==> config.mk <==
export PLATFORM = sky130hd
export DESIGN_NAME = keypad_event_queue
export DESIGN_NICKNAME = d
export VERILOG_FILES = /design/src/rtl/keypad_pkg.sv /design/src/rtl/key_debounce_fsm.sv /design/src/rtl/keypad_event_queue.sv
export SDC_FILE = /design/constraint.sdc
export NUM_CORES = 1
export LEC_CHECK = 0
export BUFFER_PORTS_ARGS = -buffer_cell sky130_fd_sc_hd__buf_2
export CORE_MARGIN = 2
export CORE_UTILIZATION = 50
export DETAILED_ROUTE_END_ITERATION = 6
export PLACE_DENSITY = 0.71
export SLEW_MARGIN = 5
export SYNTH_ARGS = -nofsm -noshare
export SYNTH_HDL_FRONTEND = slang
export SYNTH_SLANG_ARGS = --single-unit
export TNS_END_PERCENT = 20
==> constraint.sdc <==
create_clock -name clk -period 3.2 [get_ports clk]
set_input_delay 0.32 -clock clk [delete_from_list [all_inputs] [get_ports clk]]
set_output_delay 0.32 -clock clk [all_outputs]
set_load 0.02 [all_outputs]
==> src/rtl/keypad_pkg.sv <==
// Shared constants for the keypad scanner: key codes, row/column decode and the
// debounce state encoding.
package keypad_pkg;

  localparam logic [3:0] KEY_UP    = 4'd2;
  localparam logic [3:0] KEY_LEFT  = 4'd4;
  localparam logic [3:0] KEY_RIGHT = 4'd6;
  localparam logic [3:0] KEY_DOWN  = 4'd8;

  localparam int unsigned NUM_ROWS = 6;
  localparam int unsigned NUM_KEYS = 4;

  // Indexed by key: 0 up, 1 left, 2 right, 3 down (matches key_held bit order).
  localparam logic [2:0] KEY_ROW  [NUM_KEYS] = '{3'd0, 3'd1, 3'd1, 3'd2};
  localparam logic [2:0] KEY_COL  [NUM_KEYS] = '{3'b101, 3'b011, 3'b110, 3'b101};
  localparam logic [3:0] KEY_CODE [NUM_KEYS] = '{KEY_UP, KEY_LEFT, KEY_RIGHT, KEY_DOWN};

  typedef enum logic [1:0] {
    StIdle,
    StPressChk,
    StHeld,
    StRelChk
  } deb_state_e;

endpackage

==> src/rtl/key_debounce_fsm.sv <==
// Per-key debouncer: accepts a press or release after DEB_FRAMES consecutive
// agreeing samples and pulses push on the single transition into the held state.
module key_debounce_fsm
  import keypad_pkg::*;
#(
  parameter int unsigned DEB_FRAMES = 4
) (
  input  logic clk,
  input  logic rst,
  input  logic sample,
  input  logic pressed,
  output logic held,
  output logic push
);

  localparam logic [3:0] DebCount = 4'(DEB_FRAMES);

  deb_state_e state_q, state_d;
  logic [3:0] cnt_q, cnt_d;

  always_ff @(posedge clk or posedge rst) begin
    if (rst) begin
      state_q <= StIdle;
      cnt_q   <= 4'd0;
    end else begin
      state_q <= state_d;
      cnt_q   <= cnt_d;
    end
  end

  // The sample that leaves IDLE/HELD counts as the first of the run.
  always_comb begin
    state_d = state_q;
    cnt_d   = cnt_q;
    push    = 1'b0;
    if (sample) begin
      unique case (state_q)
        StIdle: begin
          if (pressed) begin
            if (DebCount == 4'd1) begin
              state_d = StHeld;
              push    = 1'b1;
            end else begin
              state_d = StPressChk;
              cnt_d   = 4'd1;
            end
          end
        end
        StPressChk: begin
          if (!pressed) begin
            state_d = StIdle;
            cnt_d   = 4'd0;
          end else if (cnt_q + 4'd1 == DebCount) begin
            state_d = StHeld;
            cnt_d   = 4'd0;
            push    = 1'b1;
          end else begin
            cnt_d = cnt_q + 4'd1;
          end
        end
        StHeld: begin
          if (!pressed) begin
            if (DebCount == 4'd1) begin
              state_d = StIdle;
            end else begin
              state_d = StRelChk;
              cnt_d   = 4'd1;
            end
          end
        end
        StRelChk: begin
          if (pressed) begin
            state_d = StHeld;
            cnt_d   = 4'd0;
          end else if (cnt_q + 4'd1 == DebCount) begin
            state_d = StIdle;
            cnt_d   = 4'd0;
          end else begin
            cnt_d = cnt_q + 4'd1;
          end
        end
        default: begin
          state_d = StIdle;
          cnt_d   = 4'd0;
        end
      endcase
    end
  end

  assign held = (state_q == StHeld) || (state_q == StRelChk);

endmodule

==> src/rtl/keypad_event_queue.sv <==
// Row-scanning keypad front end: scans six rows, debounces four keys and queues
// one press event per accepted press in a FIFO with a valid/ready consumer port.
module keypad_event_queue
  import keypad_pkg::*;
#(
  parameter int unsigned SCAN_DIV   = 16,
  parameter int unsigned DEB_FRAMES = 4,
  parameter int unsigned FIFO_DEPTH = 4
) (
  input  logic       clk,
  input  logic       rst,
  input  logic [2:0] col,
  output logic [2:0] row_sel,
  output logic       key_valid,
  output logic [3:0] key_code,
  input  logic       key_ready,
  output logic [3:0] key_held,
  output logic       overflow
);

  localparam int unsigned DivW = $clog2(SCAN_DIV);
  localparam int unsigned PtrW = $clog2(FIFO_DEPTH);
  localparam logic [DivW-1:0] DivLast = DivW'(SCAN_DIV - 1);
  localparam logic [2:0] RowLast = 3'(NUM_ROWS - 1);
  localparam logic [PtrW:0] CntFull = (PtrW + 1)'(FIFO_DEPTH);

  logic [DivW-1:0] div_q;
  logic [2:0]      row_q;
  logic            sample_tick;

  always_ff @(posedge clk or posedge rst) begin
    if (rst) begin
      div_q <= '0;
      row_q <= 3'd0;
    end else if (div_q == DivLast) begin
      div_q <= '0;
      row_q <= (row_q == RowLast) ? 3'd0 : row_q + 3'd1;
    end else begin
      div_q <= div_q + DivW'(1);
    end
  end

  assign sample_tick = (div_q == DivLast);
  assign row_sel     = row_q;

  logic [NUM_KEYS-1:0] key_push;
  logic [NUM_KEYS-1:0] held;

  for (genvar k = 0; k < int'(NUM_KEYS); k++) begin : g_key
    key_debounce_fsm #(
      .DEB_FRAMES(DEB_FRAMES)
    ) u_deb (
      .clk    (clk),
      .rst    (rst),
      .sample (sample_tick && (row_q == KEY_ROW[k])),
      .pressed(col == KEY_COL[k]),
      .held   (held[k]),
      .push   (key_push[k])
    );
  end

  assign key_held = held;

  // Only one row is sampled per cycle and one column pattern can match, so at
  // most one bit of key_push is ever set.
  logic       push;
  logic [3:0] push_code;

  always_comb begin
    push      = 1'b0;
    push_code = 4'd0;
    for (int k = 0; k < int'(NUM_KEYS); k++) begin
      if (key_push[k]) begin
        push      = 1'b1;
        push_code = KEY_CODE[k];
      end
    end
  end

  logic [3:0]      mem_q [FIFO_DEPTH];
  logic [PtrW-1:0] wr_q, rd_q;
  logic [PtrW:0]   cnt_q;
  logic            full, pop, wr_en, ovf_q;

  assign key_valid = (cnt_q != '0);
  assign full      = (cnt_q == CntFull);
  assign pop       = key_valid && key_ready;
  assign wr_en     = push && (!full || pop);

  always_ff @(posedge clk or posedge rst) begin
    if (rst) begin
      for (int i = 0; i < int'(FIFO_DEPTH); i++) begin
        mem_q[i] <= 4'd0;
      end
      wr_q  <= '0;
      rd_q  <= '0;
      cnt_q <= '0;
      ovf_q <= 1'b0;
    end else begin
      if (wr_en) begin
        mem_q[wr_q] <= push_code;
        wr_q        <= wr_q + PtrW'(1);
      end
      if (pop) begin
        rd_q <= rd_q + PtrW'(1);
      end
      unique case ({wr_en, pop})
        2'b10:   cnt_q <= cnt_q + (PtrW + 1)'(1);
        2'b01:   cnt_q <= cnt_q - (PtrW + 1)'(1);
        default: cnt_q <= cnt_q;
      endcase
      if (push && full && !pop) begin
        ovf_q <= 1'b1;
      end
    end
  end

  assign key_code = mem_q[rd_q];
  assign overflow = ovf_q;

endmodule

; After elaboration in Yosys (flattened, before gate mapping)
; Cells that the tools add are included.
[totals]
register_bits = 55
input_bits = 6
out_inout_bits = 13
[classes]
addsub = 10
n_lt_le_gt_ge = 3
eq_ne = 42
n_mux = 81
bitwise_logic = 2
reduce_logical = 30
[ops]
columns = cell, count
row1 = 4-bit 2-to-1 mux, 25
row2 = 4-bit one-hot mux with 4 select lines, 4
row3 = 2-bit 2-to-1 mux, 23
row4 = 2-bit one-hot mux with 4 select lines, 4
row5 = "4-bit by 1-bit adder with 4-bit output, second input constant", 5
row6 = 1-bit 2-to-1 mux, 20
row7 = 5-bit AND reduction, 4
row8 = "2-bit equality test, second input constant", 9
row9 = 16-bit bitwise mux, 1
row10 = "4-bit by 3-bit equality test with 1-bit output, second input constant", 4
row11 = "3-bit equality test, second input constant", 4
row12 = 3-bit AND reduction, 4
row13 = "2-bit by 1-bit equality test with 1-bit output, second input constant", 5
row14 = "2-bit inequality test, second input constant", 5
row15 = "3-bit by 1-bit inequality test with 1-bit output, second input constant", 3
row16 = "3-bit inequality test, second input constant", 3
row17 = 4-bit binary-select mux with 2-bit select, 1
row18 = 4-bit demux with 2-bit select, 1
row19 = 1-bit logical AND, 8
row20 = 2-bit zero test, 4
row21 = "3-bit by 1-bit adder with 3-bit output, second input constant", 2
row22 = "3-bit by 2-bit equality test with 1-bit output, second input constant", 2
row23 = "3-bit >= comparator, second input constant", 2
row24 = "2-bit by 1-bit inequality test with 1-bit output, second input constant", 3
row25 = other kinds (14), 22

; Longest topological paths before layout
[logic_depth]
ltp_word = 13
mapped_depth = 13

; Cells and area by module
; From an unflattened synthesis, not the netlist that was laid out.
[hier_totals]
cells_unflattened = 287
hier_area_um2 = 3010.4
[by_module_without_submodules]
columns = module, instances, cells_per_inst, area_each_um2, seq_area_each_um2
row1 = key_debounce_fsm, 4, 42, 402.9, 150.1
row2 = keypad_event_queue, 1, 119, 1398.8, 675.6

; Least setup slack after synthesis
; No wires, ideal clock.
[synth_timing]
path_kind = register to register
startpoint = register div_q[0]
endpoint = register cnt_q[2]
setup_time_ns = 0.082
arrival_time_ns = 2.702
setup_slack_ns = 0.415
path_stages_with_launch = 14
n_path_buf = 1
synth_period_minus_slack_ns = 2.785
path_cell_list = dfrtp_1 -> ha_1 -> nand4b_2 -> nor2_1 -> nand2_2 -> or4_4 -> buf_6 -> o311ai_4 -> nor2_1 -> fa_1 -> nand2b_1 -> nor2_1 -> mux2i_1 -> o22ai_1
[synth_between]
elab_chain_len = 10
word_cells_on_any_way = 17
cone_classes = eq/ne (3) / mux (9) / reduce/logical (5)
[synth_rtl]
columns = element, line
row1 = "start, declared", keypad_event_queue.sv:27  ; logic [DivW-1:0] div_q;
row2 = "start signal, assigned", keypad_event_queue.sv:39  ; div_q <= div_q + DivW'(1);
row3 = 4-bit equality test *, keypad_event_queue.sv:43  ; assign sample_tick = (div_q == DivLast);
row4 = 1-bit logical AND, keypad_event_queue.sv:55  ; .sample (sample_tick && (row_q == KEY_ROW[k])),
row5 = 1-bit 2-to-1 mux, key_debounce_fsm.sv:36  ; if (sample) begin
row6 = 1-bit 2-to-1 mux (3 in a row), keypad_event_queue.sv:73  ; if (key_push[k]) begin
row7 = 1-bit 2-to-1 mux *, keypad_event_queue.sv:73
row8 = 1-bit logical AND *, keypad_event_queue.sv:88  ; assign wr_en = push && (!full || pop);
row9 = 2-bit by 1-bit equality test with 1-bit output or 2-bit equality test (tied branches), keypad_event_queue.sv:107  ; unique case ({wr_en, pop})
row10 = 3-bit one-hot mux with 2 select lines or 2-bit nonzero test (tied branches), n/a
row11 = "end signal, assigned", keypad_event_queue.sv:108  ; 2'b10: cnt_q <= cnt_q + (PtrW + 1)'(1);
row12 = "end signal, assigned", keypad_event_queue.sv:109  ; 2'b01: cnt_q <= cnt_q - (PtrW + 1)'(1);
row13 = "end signal, assigned", keypad_event_queue.sv:110  ; default: cnt_q <= cnt_q;
row14 = "end, declared", keypad_event_queue.sv:82  ; logic [PtrW:0] cnt_q;
; Every way passes the cells marked *; elsewhere a longest branch is shown, timed or not.
; A chain may end at the register's enable or synchronous reset.

; Worst setup path after layout
; Same ends and word-level chain as after synthesis.

==> results.py <==
metrics = {
    "synthesis": {
        "synth.area.top_cells": "dfrtp_1 45%, nand2_1 6.4%, ha_1 5.2%, o21ai_0 4.4%, a21oi_1 2.6%",
        "yosys.area.top_type_share_pct": 44.5,
        "synth_area_leader_cell": "dfrtp_1",
        "async_flop_share_pct": 100,
        "yosysSeqAreaShare_pct": 44.5,
        "syn-num-nets": 316,
        "synth_edf_count": 0,
        "yosysWarnings": 0,
        "synth-seq-cells": 51,
        "synth-main-ff-cell": "dfrtp_1",
        "syn_inst": 297,
        "avgSynthCellArea_um2": 9.66,
        "syn_area_um2": 2870,
        "synth_cell_type_count": 53,
    },
    "pwr": {
        "ir_worst_vdd_mv": 0.246,
        "totalPowerFinal_mw": 1.36,
        "powerDensity_nw_per_um2": 441,
        "power_leakage_nw": 1.37,
    },
    "setup_path": {
        "path_delay_family": "simple AND/OR/NAND/NOR gates",
        "r2r_slack_ps": 270,
        "crit_top_cell": "nor2_1",
        "ff2ff_path_depth": 12,
        "arrival_ps": 3150,
        "cp-endpoint": "cnt_q[2]",
        "r2r-start": "div_q[0]",
        "cp_max_fo": 7,
        "slowest_stage": "or4_4",
        "critPathCaptureType": "flop",
        "crit_start": "div_q[0]",
        "worstPathRequired_ps": 3430,
        "critPathKind": "reg -> reg",
        "critical_path_buf_inv_count": 0,
        "crit_chain": "ha_1 > nand4b_2 > nor2_1 > nand2_2 > or4_4 > o311ai_4 > nor2_1 > fa_1 > nand2b_1 > nor2_1 > mux2i_1 > o22ai_1",
        "max_stage_delay_ps": 610,
        "cp_num_cells": 12,
        "r2r-end": "cnt_q[2]",
        "crit_path_start_kind": "flop",
    },
    "finish": {
        "drive_gt1_share_pct": 17.4,
        "final_cell_mix": "51 x dfrtp_1, 49 x nand2_1, 25 x o21ai_0, 17 x buf_2, 15 x a21oi_1",
        "layout_commonest_cell": "dfrtp_1",
        "fin_util_pct": 56.1,
        "num_antenna_cells": 0,
        "syn2layout_area_growth_pct": 7.64,
        "nNetsFinal": 329,
    },
    "global_routing": {
        "grt_pass1_vias": 1989,
        "met3_usage_pct": 3.85,
        "grtUsageMet1_pct": 24.1,
        "met2_usage_pct": 31.3,
        "busiest_layer": "met2",
        "grt_overflow_total": 0,
        "grt_max_degree": 52,
        "grt_pass1_wl_um": 9230,
        "grt_util_all_layers_pct": 18.3,
        "antenna_found_initial": 0,
    },
    "clocking": {
        "clock_sinks": 51,
        "postCtsHoldBufs": 0,
        "numCtsBuffers": 5,
        "clockBufferDepth": 2,
        "h-tree-depth": 2,
        "clockRootBuffer": "clkbuf_8",
        "tritoncts": "yes",
        "insertion_delay_ps": 310,
        "path_clk_slew_ps": 100,
    },
    "timing": {
        "tightest_slew_ps": 1040,
        "skew_ps": 12.4,
        "slew_headroom_pct": 30.4,
        "final_max_slew_viol_count": 0,
        "max_freq_mhz": 342,
        "fin_crit_ps": 2930,
        "setup_slack_ps": 274,
        "whs_ps": 254,
        "period_share_pct": 91.4,
        "hold_violations": 0,
        "finalSetupViolations": 0,
    },
    "floorplan": {
        "core-area_um2": 5510,
        "die_y_um": 79.7,
        "row_count": 27,
        "ios": 19,
        "die_w_um": 79.7,
        "initial_utilization_pct": 52.1,
        "dieArea_um2": 6360,
    },
    "routing": {
        "routedWlPerCell_um": 14.0,
        "route.detailed.drc": 0,
        "vias_per_cell": 5.45,
        "first_pass_iters": 4,
        "final_antenna_net_count": 0,
        "wl_um": 5350,
        "drtIter0Drc": 125,
        "vias": 2087,
    },
    "run": {
        "max_cap_viol_count": 0,
    },
    "placed_design": {
        "portBuffers": 17,
        "dp_slack_ps": 235,
        "hpwl_um": 3870,
        "finalWeightedCongestion": 0.788,
    },
    "run_status": {
        "outcome": "finished clean",
    },
    "min_path": {
        "worstHoldPathType": "in -> async",
    },
}
[cell usage after synthesis, types with 2 or more instances]
cell type  number
nand2_2         2
xnor2_1         7
mux2_2          5
inv_1          13
and2_1          2
or3_2           2
a21oi_1        15
and3_2          2
o2bb2ai_1       8
o31ai_1         5
buf_4           5
mux2i_1         4
o21ai_0        25
nand2_1        49
nor3_1          8
or3_1           2
dfrtp_1        51
nor2b_1         5
clkbuf_1        9
xor2_1          3
nor2_1         10
ha_1           12
buf_6           2
nand3_1        13
mux4_2          3
or2_1           2
a22o_2          2
a22oi_1         4
nand3b_1        3
[power by group]
| group | leakage, nW | total [mW] | switching, mW | internal (mW) |
|---|---|---|---|---|
| Combinational | 0.704 | 0.209 | 0.104 | 0.104 |
| Sequential | 0.611 | 0.742 | 0.0602 | 0.681 |
| Clock | 0.0515 | 0.410 | 0.213 | 0.198 |
[final cells by class]
type                    instances  area, um^2
clock buffers                   8         100
fillers                       488        2420
inverters                      13        48.8
multi-input cells             216        1440
flip-flops and latches         51        1280
well taps                      72        90.1
repair buffers                 23         130
[how the worst min path moves through the flow]
| stage | from | end | slack, ps | cells after the start |
|---|---|---|---|---|
| after floorplan | mem_q[6] | mem_q[6] | 450 | 1 |
| after global placement | overflow | overflow | 460 | 1 |
| after detailed placement | mem_q[2] | mem_q[2] | 470 | 1 |
| after CTS | rst | asynchronous set/reset pin | 320 | 2 |
| after global routing | key_ready | rd_q[1] | 340 | 3 |
| final | rst | g_key[1].u_deb.cnt_q[1] | 250 | 2 |
[kinds of logic after synthesis]
| logic type | Yosys count | share of synthesized area, % |
|---|---|---|
| XOR/XNOR | 10 | 3.05 |
| AND/OR/NAND/NOR | 108 | 18.4 |
| buffers and inverters | 30 | 5.24 |
| other | 1 | 0.131 |
| AO/OA/AOI/OAI | 72 | 17.0 |
| multiplexers | 12 | 5.72 |
| flip-flops | 51 | 44.5 |
| adder cells (fa/ha/maj) | 13 | 5.93 |
[metal layers]
layer / up-vias / share of wire [%]
li1: 1065 / -
met1: 991 / 48
met2: 27 / 49
met3: 4 / 2.8
met4: 0 / 0.77
met5: - / 0
[state kept, by name, summed over array words and instances (netlist names), named ones only]
| register | count |
|---|---|
| wr_q | 2 |
| g_key.u_deb.state_q | 4 |
| cnt_q | 3 |
| mem_q | 12 |
| div_q | 4 |
| overflow | 1 |
| g_key.u_deb.cnt_q | 16 |
| rd_q | 2 |
| row_sel | 3 |
[through the flow]
| step | cells | setup TNS, ps | instance area (um^2) |
|---|---|---|---|
| floorplan | 297 | 0 | 2870 |
| CTS | 378 | 0 | 3050 |
| finish | 383 | 0 | 3090 |
| global route | 383 | -20.3 | 3090 |
| detailed placement | 370 | 0 | 2950 |
| global placement | 370 | 0 | 2950 |
[what timing repair did]
item,CTS,global route
endpoints found under the hold margin,0,0
endpoints found under the setup margin,0,1
buffers inserted,0,5
gates resized for setup,0,0
Power figures use the tool's default switching activity.
